**config.mk**
```make
export PLATFORM = sky130hd
export DESIGN_NAME = math_multiplier_seq
export DESIGN_NICKNAME = d
export VERILOG_FILES = /design/src/rtl/math_pkg.sv /design/src/rtl/math_multiplier_seq.sv
export SDC_FILE = /design/constraint.sdc
export NUM_CORES = 1
export LEC_CHECK = 0
export CORE_UTILIZATION = 30
export DETAILED_ROUTE_END_ITERATION = 12
export GPL_TIMING_DRIVEN = 0
export PLACE_DENSITY = 0.62
export SYNTH_ARGS = -nofsm -noshare
export SYNTH_HDL_FRONTEND = slang
export SYNTH_SLANG_ARGS = --single-unit
```
**constraint.sdc**
```tcl
create_clock -name clk -period 1.9 [get_ports clk]
set_input_delay 0.19 -clock clk [delete_from_list [all_inputs] [get_ports clk]]
set_output_delay 0.19 -clock clk [all_outputs]
set_load 0.01 [all_outputs]
```
**src/rtl/math_pkg.sv**
```systemverilog
// ============================================================================
//  Module      : math_pkg
//  Description : Shared state encodings and default widths for the sequential
//                math units (multiplier, calculator FSM, divider).
//  Revision    : 1.0 - initial release
// ============================================================================
`default_nettype none

package math_pkg;

  localparam logic [1:0] ST_IDLE = 2'd0;
  localparam logic [1:0] ST_RUN  = 2'd1;
  localparam logic [1:0] ST_DONE = 2'd2;

  localparam int MATH_MULT_DEFAULT_WIDTH = 8;

endpackage : math_pkg

`default_nettype wire

```
**src/rtl/math_multiplier_seq.sv**
```systemverilog
// ============================================================================
//  Module      : math_multiplier_seq
//  Description : Sequential shift-add unsigned multiplier, one partial product
//                per clock, start/busy/done handshake.
//                Optional early exit on exhausted multiplier:
//                MATH_MULT_EARLY_EXIT_EN
//  Revision    : 1.0 - initial release
// ============================================================================
`default_nettype none

module math_multiplier_seq
  import math_pkg::*;
#(
  parameter int WIDTH = MATH_MULT_DEFAULT_WIDTH,
  parameter int CNT_W = $clog2(WIDTH + 1)
) (
  input  logic                 clk,
  input  logic                 rst,
  input  logic                 start,
  input  logic [WIDTH-1:0]     a,
  input  logic [WIDTH-1:0]     b,
  output logic                 busy,
  output logic                 done,
  output logic [2*WIDTH-1:0]   mulResult
);

  typedef enum logic [1:0] {
    S_IDLE = ST_IDLE,
    S_RUN  = ST_RUN,
    S_DONE = ST_DONE
  } state_e;

  state_e               state_q,  state_d;
  logic [2*WIDTH-1:0]   mcand_q,  mcand_d;
  logic [WIDTH-1:0]     mplier_q, mplier_d;
  logic [2*WIDTH-1:0]   acc_q,    acc_d;
  logic [CNT_W-1:0]     cnt_q,    cnt_d;
  logic [2*WIDTH-1:0]   result_q, result_d;
  logic                 w_finish;

  // The finishing cycle performs no iteration; it only publishes the result.
`ifdef MATH_MULT_EARLY_EXIT_EN
  assign w_finish = (cnt_q == CNT_W'(WIDTH)) || (mplier_q == '0);
`else
  assign w_finish = (cnt_q == CNT_W'(WIDTH));
`endif

  always_ff @(posedge clk) begin
    if (rst) begin
      state_q  <= S_IDLE;
      mcand_q  <= '0;
      mplier_q <= '0;
      acc_q    <= '0;
      cnt_q    <= '0;
      result_q <= '0;
    end else begin
      state_q  <= state_d;
      mcand_q  <= mcand_d;
      mplier_q <= mplier_d;
      acc_q    <= acc_d;
      cnt_q    <= cnt_d;
      result_q <= result_d;
    end
  end

  always_comb begin
    state_d  = state_q;
    mcand_d  = mcand_q;
    mplier_d = mplier_q;
    acc_d    = acc_q;
    cnt_d    = cnt_q;
    result_d = result_q;

    case (state_q)
      S_IDLE, S_DONE: begin
        state_d = S_IDLE;
        if (start) begin
          state_d  = S_RUN;
          mcand_d  = {{WIDTH{1'b0}}, a};
          mplier_d = b;
          acc_d    = '0;
          cnt_d    = '0;
        end
      end
      S_RUN: begin
        if (w_finish) begin
          state_d  = S_DONE;
          result_d = acc_q;
        end else begin
          if (mplier_q[0]) begin
            acc_d = acc_q + mcand_q;
          end
          mcand_d  = mcand_q << 1;
          mplier_d = mplier_q >> 1;
          cnt_d    = cnt_q + 1'b1;
        end
      end
      default: state_d = S_IDLE;
    endcase
  end

  assign busy      = (state_q == S_RUN);
  assign done      = (state_q == S_DONE);
  assign mulResult = result_q;

endmodule : math_multiplier_seq

`default_nettype wire
```
==> Word-level counts from Yosys, hierarchy flattened <==
Index checks and enable logic that the tools add are counted.
{ "op_classes": {"n_addsub": 2, "n_eq_ne": 7, "reduce_logical": 6, "muxes": 16} }
{ "ops": {"columns": ["operator", "n"], "rows": [
  ["two-way mux 16 bit", 5],
  ["case mux 16 bit (2 select lines)", 2],
  ["adder 16 bit", 1],
  ["two-way mux 8 bit", 2],
  ["case mux 8 bit (2 select lines)", 1],
  ["two-way mux 4 bit", 2],
  ["case mux 4 bit (2 select lines)", 1],
  ["adder 4 x 1 -> 4 bit (second input constant)", 1],
  ["equality test 4 bit (second input constant)", 1],
  ["inequality test 2 x 1 -> 1 bit (second input constant)", 2],
  ["inequality test 2 bit (second input constant)", 2],
  ["case mux 2 bit (2 select lines)", 1],
  ["AND reduction 4 bit", 1],
  ["AND reduction 3 bit", 1],
  ["equality test 2 x 1 -> 1 bit (second input constant)", 1],
  ["equality test 2 bit (second input constant)", 1],
  ["zero test 2 bit", 1],
  ["two-way mux 2 bit", 1],
  ["AND reduction 2 bit", 1],
  ["nonzero test 2 bit", 1],
  ["OR reduction 2 bit", 1],
  ["two-way mux 1 bit", 1]
]} }
{ "totals": {"word_cells": 37, "out_inout_bits": 18, "regBits": 62, "in_bits": 19} }

==> Logic depth before layout (Yosys ltp) <==
{ "logic_depth": {"ltp_word": 4, "depth_mapped": 9, "mapped_depth_nobuf": 9} }

==> Worst setup path before layout <==
OpenSTA, ideal clock, no wires.
{ "synth_path": {"path_kind": "register -> register", "start": "register mcand_q[0]", "end": "register acc_q[14]", "arrival_time_ns": 1.980, "setup_slack_ns": -0.197, "path_buffers": 0, "stages_incl_launch_ff": 10, "required_ns": 1.783, "setup_ns": 0.117, "period_less_slack_ns": 2.097, "cell_sequence": "dfxtp_1 > ha_1 > inv_1 > fa_1 > nor2b_1 > o2111ai_1 > a21oi_1 > a41oi_2 > xnor2_1 > a22o_1"} }
{ "synth_between": {"elab_chain_len": 4} }
{ "synth_rtl": {"columns": ["element", "line", "source"], "rows": [
  ["start, declared", "math_multiplier_seq.sv:34", "logic [2*WIDTH-1:0] mcand_q, mcand_d;"],
  ["start signal, assigned", "math_multiplier_seq.sv:58", "mcand_q <= mcand_d;"],
  ["adder 16 bit", "math_multiplier_seq.sv:91", "acc_d = acc_q + mcand_q;"],
  ["two-way mux 16 bit", "math_multiplier_seq.sv:90", "if (mplier_q[0]) begin"],
  ["two-way mux 16 bit", "math_multiplier_seq.sv:86", "if (w_finish) begin"],
  ["case mux 16 bit (2 select lines)", "math_multiplier_seq.sv:74", "case (state_q)"],
  ["end signal, assigned", "math_multiplier_seq.sv:53", "acc_q <= '0;"],
  ["end signal, assigned", "math_multiplier_seq.sv:60", "acc_q <= acc_d;"],
  ["end, declared", "math_multiplier_seq.sv:36", "logic [2*WIDTH-1:0] acc_q, acc_d;"]
]} }
Every way passes these cells. The select of a mux whose other input is x is not followed.
A chain may end at the register's enable or synchronous reset.

==> Final worst setup path <==
Same ends and word-level chain as after synthesis.

==> results.cfg <==
[detailed_routing]
ant_nets = 0
vias = 2730
avgViaCountPerCell = 4.875
wl_per_cell_um = 13.68
first_iter_violations = 104
route.detailed.drc = 0
firstDrtPassIters = 5
routed_wl_mm = 7.663

[finish]
area_growth_pct = 31.67
utilization = 0.4079
drive_above_1_share = 0.1850
nets = 460
n_antenna_cell = 0
fillers = 1027
regArea_um2 = 1256
multi_input_area_um2 = 1827
finalInstanceArea_um2 = 4005

[floorplan]
die_w_um = 102.7
num_rows = 36
die_h_um = 102.7
die_area_um2 = 10550
start_util = 0.3098
core_um2 = 9819
ios = 37

[outcome]
status = complete, but fails checks
violations = negative setup slack

[timing]
setup_viol = 4
relSlewSlack = 0.5909
finClkSkew_ns = 0.01220
slew_viol_final = 0
final_hold_viol_count = 0
worst_pin_slew_ns = 0.6136
fmax_mhz = 505.5
rsz0062_at_grt = true
postLayoutSetupSlackWorst_ns = -0.07832
fin_crit_ns = 1.978
fin_crit_sh = 1.041

[global_route]
grt_pass1_wl_mm = 12.77
gr-total-overflow = 0
first_global_vias = 2608
grt_max_degree = 20
grt_use_total = 0.1592
antenna_found_initial = 0

[placement]
dpl-instance-area_um2 = 3598
place_hpwl_mm = 5.443
io_buffers = 36
finalWeightedCongestion = 0.8755

[worst_setup_path]
worst_setup_path_start_kind = register
cp_slowest_cell = dfxtp_4
cp.required_ns = 2.15
worst_path_largest_cell_delay_ns = 0.36
crit_fanout = 4
setup.worst_path.end_class = register
path_buf_inv = 1
crit_family = compound AO/OA/AOI/OAI gates
crit_chain = ha_4 -> inv_2 -> fa_2 -> nor2b_4 -> o2111ai_4 -> a21oi_4 -> a41oi_2 -> xnor2_1 -> a22o_1
crit_type = reg -> reg
rrSetupSlack_ns = -0.08
cp.arrival_ns = 2.22

[logic_synthesis]
synth_top_family_by_area = compound AO/OA/AOI/OAI gates
synth_ff_type = dfxtp_1
synthAdderAreaFrac = 0.07651
synth.avg_cell_area_um2 = 8.265
synthXorXnorAreaFrac = 0.04319
netlist.area_leader.share = 0.4081
ys_warn_count = 0
syn-instance-count = 368
ys_async_sr_fraction = 0
synthMuxAreaShare = 0.003291
synthSimpleGateAreaFrac = 0.1999
ys_seq_area_frac = 0.4081
synth_nets = 405
synth-seq-cells = 62
synth_edf_count = 0
netlist_area_um2 = 3042
synth_area_leader_cell = dfxtp_1
synth_cell_types = 46
synth_area_leaders = dfxtp_1, nand2_1, ha_1
synth_compound_area_frac = 0.2316

[job]
maxCapViolCount = 0

[clocking]
cts_max_level = 3
clock_latency_ns = 0.35
ctsLongestPathBuffers = 2
numCtsBuffers = 9
cts_root_buf = clkbuf_8
cts_tree = yes
cts.sink_count = 62
path_clk_slew_ns = 0.08
hold_buffers = 0

[power_and_ir_drop]
p_comb_frac = 0.116
pwr-share-clk = 0.397
p_sw_frac = 0.2581
seqPwrFrac = 0.487
ir_worst_vdd_uv = 347.1
p_leak_nw = 1.517
p_switching_mw = 0.7353
p_int_mw = 2.114
powerDensity_nw_per_um2 = 711.4

[hold_path]
min_path_type = in -> reg
-- per-stage QoR --
step / hold WS [ns] / TNS [ns] / power (mW) / instances / setup slack, ns
global route: 0.4234 / -1.108 / 2.987 / 560 / -0.1764
detailed placement: 0.4466 / -2.724 / 1.717 / 537 / -0.2279
floorplan: 0.3508 / -0.05524 / 1.602 / 368 / -0.03344
global placement: 0.4458 / -1.997 / 1.708 / 537 / -0.2210
finish: 0.4249 / -0.1914 / 2.849 / 560 / -0.07832
CTS: 0.4114 / -0.1487 / 2.859 / 557 / -0.07495
-- power by group through the flow --
stage	logic, mW	registers [mW]	clock network (mW)
floorplan	0.205	1.40	0
global placement	0.298	1.41	0
detailed placement	0.306	1.41	0
CTS	0.317	1.38	1.16
global route	0.371	1.39	1.22
finish	0.330	1.39	1.13
-- registers in the layout, indices dropped and copies added (netlist names) --
register,flops
cnt_q,4
state_q,2
acc_q,16
mcand_q,16
mulResult,16
mplier_q,8
-- final cells by class --
type,count,share of cell area
flip-flops and latches,62,0.3137
plain buffers,18,0.02281
clock inverters,4,0.01187
well taps,133,0.04155
repair buffers,48,0.1131
clock buffers,11,0.03530
inverters,6,0.005623
multi-input cells,278,0.4561
-- worst min-delay path: stages --
cell and delay (ns):
clkdlybuf4s50_1 0.39, nand2_1 0.05, a311oi_1 0.08
-- placed cells by master (no fill, tap or decap), types with 3 or more instances in the layout --
cell type | Yosys | final
a21oi_1 | 42 | 35
nor2b_1 | 4 | 3
xor2_1 | 6 | 6
ha_1 | 17 | 10
nor3_1 | 3 | 3
clkbuf_1 | 14 | 8
clkbuf_2 | 0 | 4
inv_1 | 5 | 4
a21oi_2 | 0 | 5
clkbuf_8 | 0 | 10
ha_4 | 0 | 3
o21ai_1 | 5 | 4
nor2_1 | 32 | 30
buf_4 | 0 | 13
a22o_1 | 12 | 12
o21ai_0 | 3 | 3
a21o_1 | 5 | 5
nand2_1 | 81 | 80
clkdlybuf4s50_1 | 0 | 35
ha_2 | 0 | 4
dfxtp_1 | 62 | 52
a31oi_1 | 3 | 3
a311oi_1 | 14 | 14
dfxtp_2 | 0 | 9
xnor2_1 | 9 | 9
nand3_1 | 12 | 12
buf_2 | 7 | 3
-- cell usage after synthesis (2+ instances only) --
cell and count:
nand3_1 12, and3_1 2, nand2_1 81, o21ai_0 3
nor2_1 32, buf_2 7, a22o_1 12, a21o_1 5
inv_1 5, a21oi_1 42, nor3_1 3, xor2_1 6
a22oi_1 3, dfxtp_1 62, a311oi_1 14, ha_1 17
a31oi_1 3, nand4_1 2, xnor2_1 9, clkbuf_1 14
o21ai_1 5, nor2b_1 4, nand2b_1 2
-- routing by layer --
metal  up-vias  GRT usage  wire length (um)
li1       1406          -                 -
met1      1254     0.2108              3687
met2        62     0.2533              3534
met3         8    0.04068               354
met4         0    0.04945                87
met5         -          0                 0
-- worst paths after layout --
path / from / end / cells after the start
min: b[4] / mplier_q[4] / 3
min reg2reg: mulResult[7] / mulResult[7] / 2
max reg2reg: mcand_q[0] / acc_q[14] / 9
max: mcand_q[0] / acc_q[14] / 9
-- logic make-up after synthesis --
family | count (synthesis)
AO/OA/AOI/OAI | 100
XOR/XNOR | 15
adder cells (fa/ha/maj) | 18
buffers and inverters | 28
flip-flops | 62
multiplexers | 1
AND/OR/NAND/NOR | 144
-- what timing repair did --
action,in CTS,in global routing
endpoints found under the setup margin,20,42
gates cloned,0,0
pin swaps,10,15
buffers inserted,8,5
gates resized for setup,16,31
No activity file was read; power rests on OpenSTA's default activity.
